## src/rtl/btn_debounce_pulse_if.sv

```systemverilog
// Button bus between the board pins and the debounce block: raw levels in,
// debounced levels and one-cycle capture strobes out.
interface btn_debounce_pulse_if #(
    parameter int N_BTN = 3
);
    logic [N_BTN-1:0] i_btn;
    logic [N_BTN-1:0] o_level;
    logic [N_BTN-1:0] o_pulse;

    modport master (output i_btn, input o_level, input o_pulse);
    modport slave  (input i_btn, output o_level, output o_pulse);
endinterface

```

## src/rtl/btn_debounce_pulse.sv

```systemverilog
// Per-button synchronizer + counter debounce FSM + registered edge strobe.
// Define BTN_PULSE_ON_RELEASE_EN to strobe on accepted releases instead of presses.
module btn_debounce_chan #(
    parameter int DEBOUNCE_CYCLES = 1000000,
    parameter int NB_CNT          = 20
) (
    input  logic clk,
    input  logic reset,
    input  logic btn,
    output logic level,
    output logic pulse
);
    typedef enum logic [1:0] {IDLE_LOW, WAIT_HIGH, IDLE_HIGH, WAIT_LOW} state_t;

    localparam logic [NB_CNT-1:0] LAST = NB_CNT'(DEBOUNCE_CYCLES - 1);
`ifdef BTN_PULSE_ON_RELEASE_EN
    localparam logic PULSE_RISE = 1'b0;
    localparam logic PULSE_FALL = 1'b1;
`else
    localparam logic PULSE_RISE = 1'b1;
    localparam logic PULSE_FALL = 1'b0;
`endif

    logic              sync1, sync2;
    state_t            state, state_nxt;
    logic [NB_CNT-1:0] cnt, cnt_nxt;
    logic              level_nxt, pulse_nxt;

    always_ff @(posedge clk or posedge reset) begin
        if (reset) begin
            sync1 <= 1'b0;
            sync2 <= 1'b0;
            state <= IDLE_LOW;
            cnt   <= '0;
            level <= 1'b0;
            pulse <= 1'b0;
        end else begin
            sync1 <= btn;
            sync2 <= sync1;
            state <= state_nxt;
            cnt   <= cnt_nxt;
            level <= level_nxt;
            pulse <= pulse_nxt;
        end
    end

    // cnt counts edges already seen at the new level; acceptance on the
    // DEBOUNCE_CYCLES-th one, so cnt never passes LAST.
    always_comb begin
        state_nxt = state;
        cnt_nxt   = cnt;
        level_nxt = level;
        pulse_nxt = 1'b0;
        unique case (state)
            IDLE_LOW: begin
                if (sync2) begin
                    state_nxt = WAIT_HIGH;
                    cnt_nxt   = NB_CNT'(1);
                end
            end
            WAIT_HIGH: begin
                if (!sync2) begin
                    state_nxt = IDLE_LOW;
                    cnt_nxt   = '0;
                end else if (cnt == LAST) begin
                    state_nxt = IDLE_HIGH;
                    cnt_nxt   = '0;
                    level_nxt = 1'b1;
                    pulse_nxt = PULSE_RISE;
                end else begin
                    cnt_nxt = cnt + 1'b1;
                end
            end
            IDLE_HIGH: begin
                if (!sync2) begin
                    state_nxt = WAIT_LOW;
                    cnt_nxt   = NB_CNT'(1);
                end
            end
            WAIT_LOW: begin
                if (sync2) begin
                    state_nxt = IDLE_HIGH;
                    cnt_nxt   = '0;
                end else if (cnt == LAST) begin
                    state_nxt = IDLE_LOW;
                    cnt_nxt   = '0;
                    level_nxt = 1'b0;
                    pulse_nxt = PULSE_FALL;
                end else begin
                    cnt_nxt = cnt + 1'b1;
                end
            end
            default: begin
                state_nxt = IDLE_LOW;
                cnt_nxt   = '0;
            end
        endcase
    end
endmodule

module btn_debounce_pulse #(
    parameter int N_BTN           = 3,
    parameter int DEBOUNCE_CYCLES = 1000000,
    parameter int NB_CNT          = 20
) (
    input logic                  clk,
    input logic                  reset,
    btn_debounce_pulse_if.slave  bus
);
    logic [N_BTN-1:0] level, pulse;

    for (genvar k = 0; k < N_BTN; k++) begin : g_chan
        btn_debounce_chan #(
            .DEBOUNCE_CYCLES (DEBOUNCE_CYCLES),
            .NB_CNT          (NB_CNT)
        ) u_chan (
            .clk   (clk),
            .reset (reset),
            .btn   (bus.i_btn[k]),
            .level (level[k]),
            .pulse (pulse[k])
        );
    end

    assign bus.o_level = level;
    assign bus.o_pulse = pulse;
endmodule

```

## src/flat_wrapper.sv

```systemverilog
// flat-port wrapper written by rule: the top's interface ports become plain ports
module btn_debounce_pulse_flat 
#(
    parameter int N_BTN           = 3,
    parameter int DEBOUNCE_CYCLES = 1000000,
    parameter int NB_CNT          = 20
)
  (clk, reset, bus_i_btn, bus_o_level, bus_o_pulse);
  btn_debounce_pulse_if #(.N_BTN(N_BTN)) bus_i ();
  input logic clk;
  input logic reset;
  input wire logic [$bits(bus_i.i_btn)-1:0] bus_i_btn;
  output wire logic [$bits(bus_i.o_level)-1:0] bus_o_level;
  output wire logic [$bits(bus_i.o_pulse)-1:0] bus_o_pulse;
  assign bus_i.i_btn = bus_i_btn;
  assign bus_o_level = bus_i.o_level;
  assign bus_o_pulse = bus_i.o_pulse;
  btn_debounce_pulse #(.N_BTN(N_BTN), .DEBOUNCE_CYCLES(DEBOUNCE_CYCLES), .NB_CNT(NB_CNT)) u_core (.clk(clk), .reset(reset), .bus(bus_i));
endmodule
```

## config.mk

```make
export PLATFORM = sky130hd
export DESIGN_NAME = btn_debounce_pulse_flat
export DESIGN_NICKNAME = d
export VERILOG_FILES = /design/src/rtl/btn_debounce_pulse_if.sv /design/src/rtl/btn_debounce_pulse.sv /design/src/flat_wrapper.sv
export SDC_FILE = /design/constraint.sdc
export NUM_CORES = 1
export LEC_CHECK = 0
export ABC_AREA = 1
export CAP_MARGIN = 20
export CORE_UTILIZATION = 55
export CTS_CLUSTER_SIZE = 28
export DETAILED_ROUTE_END_ITERATION = 10
export GPL_TIMING_DRIVEN = 0
export PLACE_DENSITY_LB_ADDON = 0.12
export SLEW_MARGIN = 0
export SYNTH_ARGS = -nofsm -noshare
export SYNTH_HDL_FRONTEND = slang
export SYNTH_HIERARCHICAL = 1
export SYNTH_SLANG_ARGS = --single-unit
```

## constraint.sdc

```tcl
create_clock -name clk -period 3.9 [get_ports clk]
set_clock_uncertainty 0.05 [all_clocks]
set_input_delay 0.975 -clock clk [delete_from_list [all_inputs] [get_ports clk]]
set_output_delay 0.975 -clock clk [all_outputs]
set_load 0.02 [all_outputs]
```

==> flow_metrics.env <==
export IMPL_outcome="finished clean"
export IMPL_synth_async_reset_ratio_pct=100
export IMPL_synthCells=608
export IMPL_synth_area_mm2=0.00467
export IMPL_start_util_pct=56.8
export IMPL_p_per_area_mw_per_mm2=409
export IMPL_slew_viol_final=0
export IMPL_firstDrtPassIters=5
export IMPL_grt_pass1_wl_mm=17.1
export IMPL_rows=33
export IMPL_fin_cells=742
export IMPL_ios=11
export IMPL_die_w_um=94.1
export IMPL_fin_crit_sh_pct=59.6
export IMPL_final_net_count=640
export IMPL_wl_per_cell_um=13.0
export IMPL_setup_viol=0
export IMPL_synth_common_cells="176 x nand2_1, 78 x dfrtp_1, 68 x inv_1"
export IMPL_finalWirelength_mm=9.64
export IMPL_cap_violations=0
export IMPL_via_per_inst=5.37
export IMPL_min_path_type="reg2reg"
export IMPL_clk_pin_slew_worst_paths_ns=0.09
export IMPL_hold_path_depth=0
export IMPL_dp_cells=723
export IMPL_criticalPathCategory="reg2out"
export IMPL_cts_resized=0
export IMPL_multi_input_area_mm2=0.00237
export IMPL_yosys_cell_count_top_type="nand2_1"
export IMPL_drt_first_iter_violations=216
export IMPL_cts_tree="yes"
export IMPL_r2r_end="u_core/g_chan[0].u_chan/cnt[15]"
export IMPL_syn_area_per_cell_um2=7.67
export IMPL_endpoint_kind="output pin"
export IMPL_vias=3986
export IMPL_hold_start="u_core/g_chan[1].u_chan/sync1"
export IMPL_antennaDiodeCount=0
export IMPL_yosysTopAreaCell="dfrtp_1"
export IMPL_cpMaxStageDelayCell="clkdlybuf4s50_1"
export IMPL_die_area_mm2=0.00886
export IMPL_ys_flop_type="dfrtp_1"
export IMPL_p_sw_w=0.000813
export IMPL_required_ns=2.87
export IMPL_clk_latency_ns=0.35
export IMPL_r2r_cells=8
export IMPL_r2r_slack_ns=2.22
export IMPL_cts_root_buf="clkbuf_8"
export IMPL_cts_buffer_depth=2
export IMPL_syn_num_nets=616
export IMPL_critPathMaxFanout=2
export IMPL_hold_end="u_core/g_chan[1].u_chan/sync2"
export IMPL_ant_nets=0
export IMPL_syn_to_final_growth_pct=10.2
export IMPL_clkPwrFrac_pct=26.3
export IMPL_numCtsBuffers=9
export IMPL_leakage_nw=2.35
export IMPL_cts_htree_levels=3
export IMPL_max_freq_mhz=430
export IMPL_worstPathCellList="clkdlybuf4s50_1"
export IMPL_hpwl_mm=7.00
export IMPL_crit_buf_inv=1
export IMPL_postPlaceCellArea_mm2=0.00490
export IMPL_synth_seq_cells=78
export IMPL_rsz0062_at_grt="no"
export IMPL_drive_above_1_share_pct=14.8
export IMPL_synth_warnings=6
export IMPL_synth_cell_types=37
export IMPL_fin_crit_ns=2.33
export IMPL_synth_top_area_share_pct=41.8
export IMPL_final_area_mm2=0.00514
export IMPL_grt_overflow=0
export IMPL_grt_pass1_vias=3765
export IMPL_seqPwrFrac_pct=44.9
export IMPL_fp_coreArea_mm2=0.00822
export IMPL_antenna_found_initial=0
export IMPL_combPwrFrac_pct=28.8
export IMPL_rr_startpoint="u_core/g_chan[0].u_chan/cnt[0]"
export IMPL_p_int_w=0.00129
export IMPL_synth_seq_area_share_pct=41.8
export IMPL_ys_top_cells_by_area="dfrtp_1 42%, nand2_1 14%, nand3_1 6.3%, inv_1 5.5%, nor2_1 3.7%"
export IMPL_gp_congestion=0.835
export IMPL_cp_arrival_ns=1.30
export IMPL_synth_edf_count=0
export IMPL_hold_viol=0
export IMPL_ff_latch_area_mm2=0.00195
export IMPL_drc_errors=0
export IMPL_post_cts_repair_setup_buffers=0
export IMPL_ir_drop_mv=0.329
export IMPL_cts_sinks=78
export IMPL_grt_start_max_net_pins=27
export IMPL_die_h_um=94.1
export IMPL_worst_pin_slew_ns=0.537
export IMPL_port_buffers=10
export IMPL_fillers=713
export IMPL_fin_setup_tns_ns=0
export IMPL_p_sw_share_pct=38.7
export IMPL_start_kind="flip-flop"
export IMPL_worst_path_largest_cell_delay_ns=0.60
export IMPL_critical_path_top_delay_family="buffers and inverters"
export IMPL_grt_use_total_pct=24.4
export IMPL_relSlewSlack_pct=64.2
export IMPL_hold_buffers=0
## flip-flops by register name, summed over array words and instances, names as in the netlist, named ones only
register,flops
u_core/g_chan.u_chan/cnt,60
u_core/g_chan.u_chan/level,3
u_core/g_chan.u_chan/pulse,3
u_core/g_chan.u_chan/state,3
u_core/g_chan.u_chan/sync1,3
u_core/g_chan.u_chan/sync2,3
## cells in the final DEF, fill, tap and decap left out, types with 3 or more instances in the layout
cell / Yosys / routed
nand2_1: 176 / 176
dfrtp_1: 78 / 78
inv_1: 68 / 68
nand3_1: 59 / 59
nor2_1: 46 / 46
nand4_1: 20 / 20
o21ai_0: 19 / 19
xor2_1: 16 / 16
o22ai_1: 14 / 14
nor2_2: 13 / 13
o21ai_1: 12 / 12
clkdlybuf4s50_1: 0 / 10
nand2_2: 10 / 10
clkbuf_8: 0 / 9
nand3_2: 9 / 9
inv_2: 8 / 8
nor2_4: 7 / 7
a21oi_1: 7 / 7
clkinv_2: 2 / 4
nand2_4: 4 / 4
buf_2: 4 / 4
a21oi_2: 4 / 4
clkinvlp_4: 0 / 3
xnor2_1: 3 / 3
nor3_1: 3 / 3
nor4_1: 3 / 3
ha_1: 3 / 3
## worst max path at each step
| stage | from | endpoint | slack (ns) | depth (start not counted) |
|---|---|---|---|---|
| after floorplan | reset | asynchronous set/reset pin | 2.35 | 1 |
| after CTS | u_core/g_chan[0].u_chan/level | bus_o_level[0] | 1.55 | 1 |
| final | u_core/g_chan[0].u_chan/level | bus_o_level[0] | 1.57 | 1 |
| after detailed placement | reset | u_core/g_chan[0].u_chan/cnt[13] | 1.47 | 2 |
| after global routing | u_core/g_chan[1].u_chan/level | bus_o_level[1] | 1.52 | 1 |
| after global placement | reset | u_core/g_chan[0].u_chan/cnt[1] | 1.49 | 2 |
## power groups by stage
stage	sequential [W]	combinational (W)	clock (W)
floorplan	0.000946	0.000449	0
global placement	0.000955	0.000580	0
detailed placement	0.000959	0.000600	0
CTS	0.000943	0.000599	0.000572
global route	0.000955	0.000686	0.000600
finish	0.000944	0.000605	0.000553
## cell type report
type / count / share of cell area, %
multi-input cells: 443 / 46.0
flip-flops and latches: 78 / 38.0
inverters: 81 / 6.06
repair buffers: 13 / 3.31
well taps: 105 / 2.56
clock buffers: 9 / 2.41
clock inverters: 7 / 0.973
plain buffers: 6 / 0.681
## stage by stage
step	utilization [%]	power, W	hold slack (ns)	setup WS, ns
after floorplan	-	0.00140	0.281	2.35
after global placement	59.6	0.00154	0.284	1.49
after detailed placement	59.6	0.00156	0.286	1.47
after CTS	61.7	0.00211	0.305	1.55
after global routing	62.6	0.00224	0.308	1.52
final	62.6	0.00210	0.302	1.57
## metal layers
layer	vias up	track usage, %	part of all wire, %
met4	0	8.72	1.5
met2	42	40.3	47
met5	-	0	0
met3	13	3.48	2.7
li1	2016	-	-
met1	1915	32.8	49
## cells by family after synthesis
logic type / synth area share, %
AOI/OAI and AO/OA: 7.35
xor gates and xnor gates: 3.57
adders and majority gates: 0.805
buffers and inverters: 7.43
DFF: 41.8
and+or+nand+nor: 39.0
(Power assumes the default switching activity.)
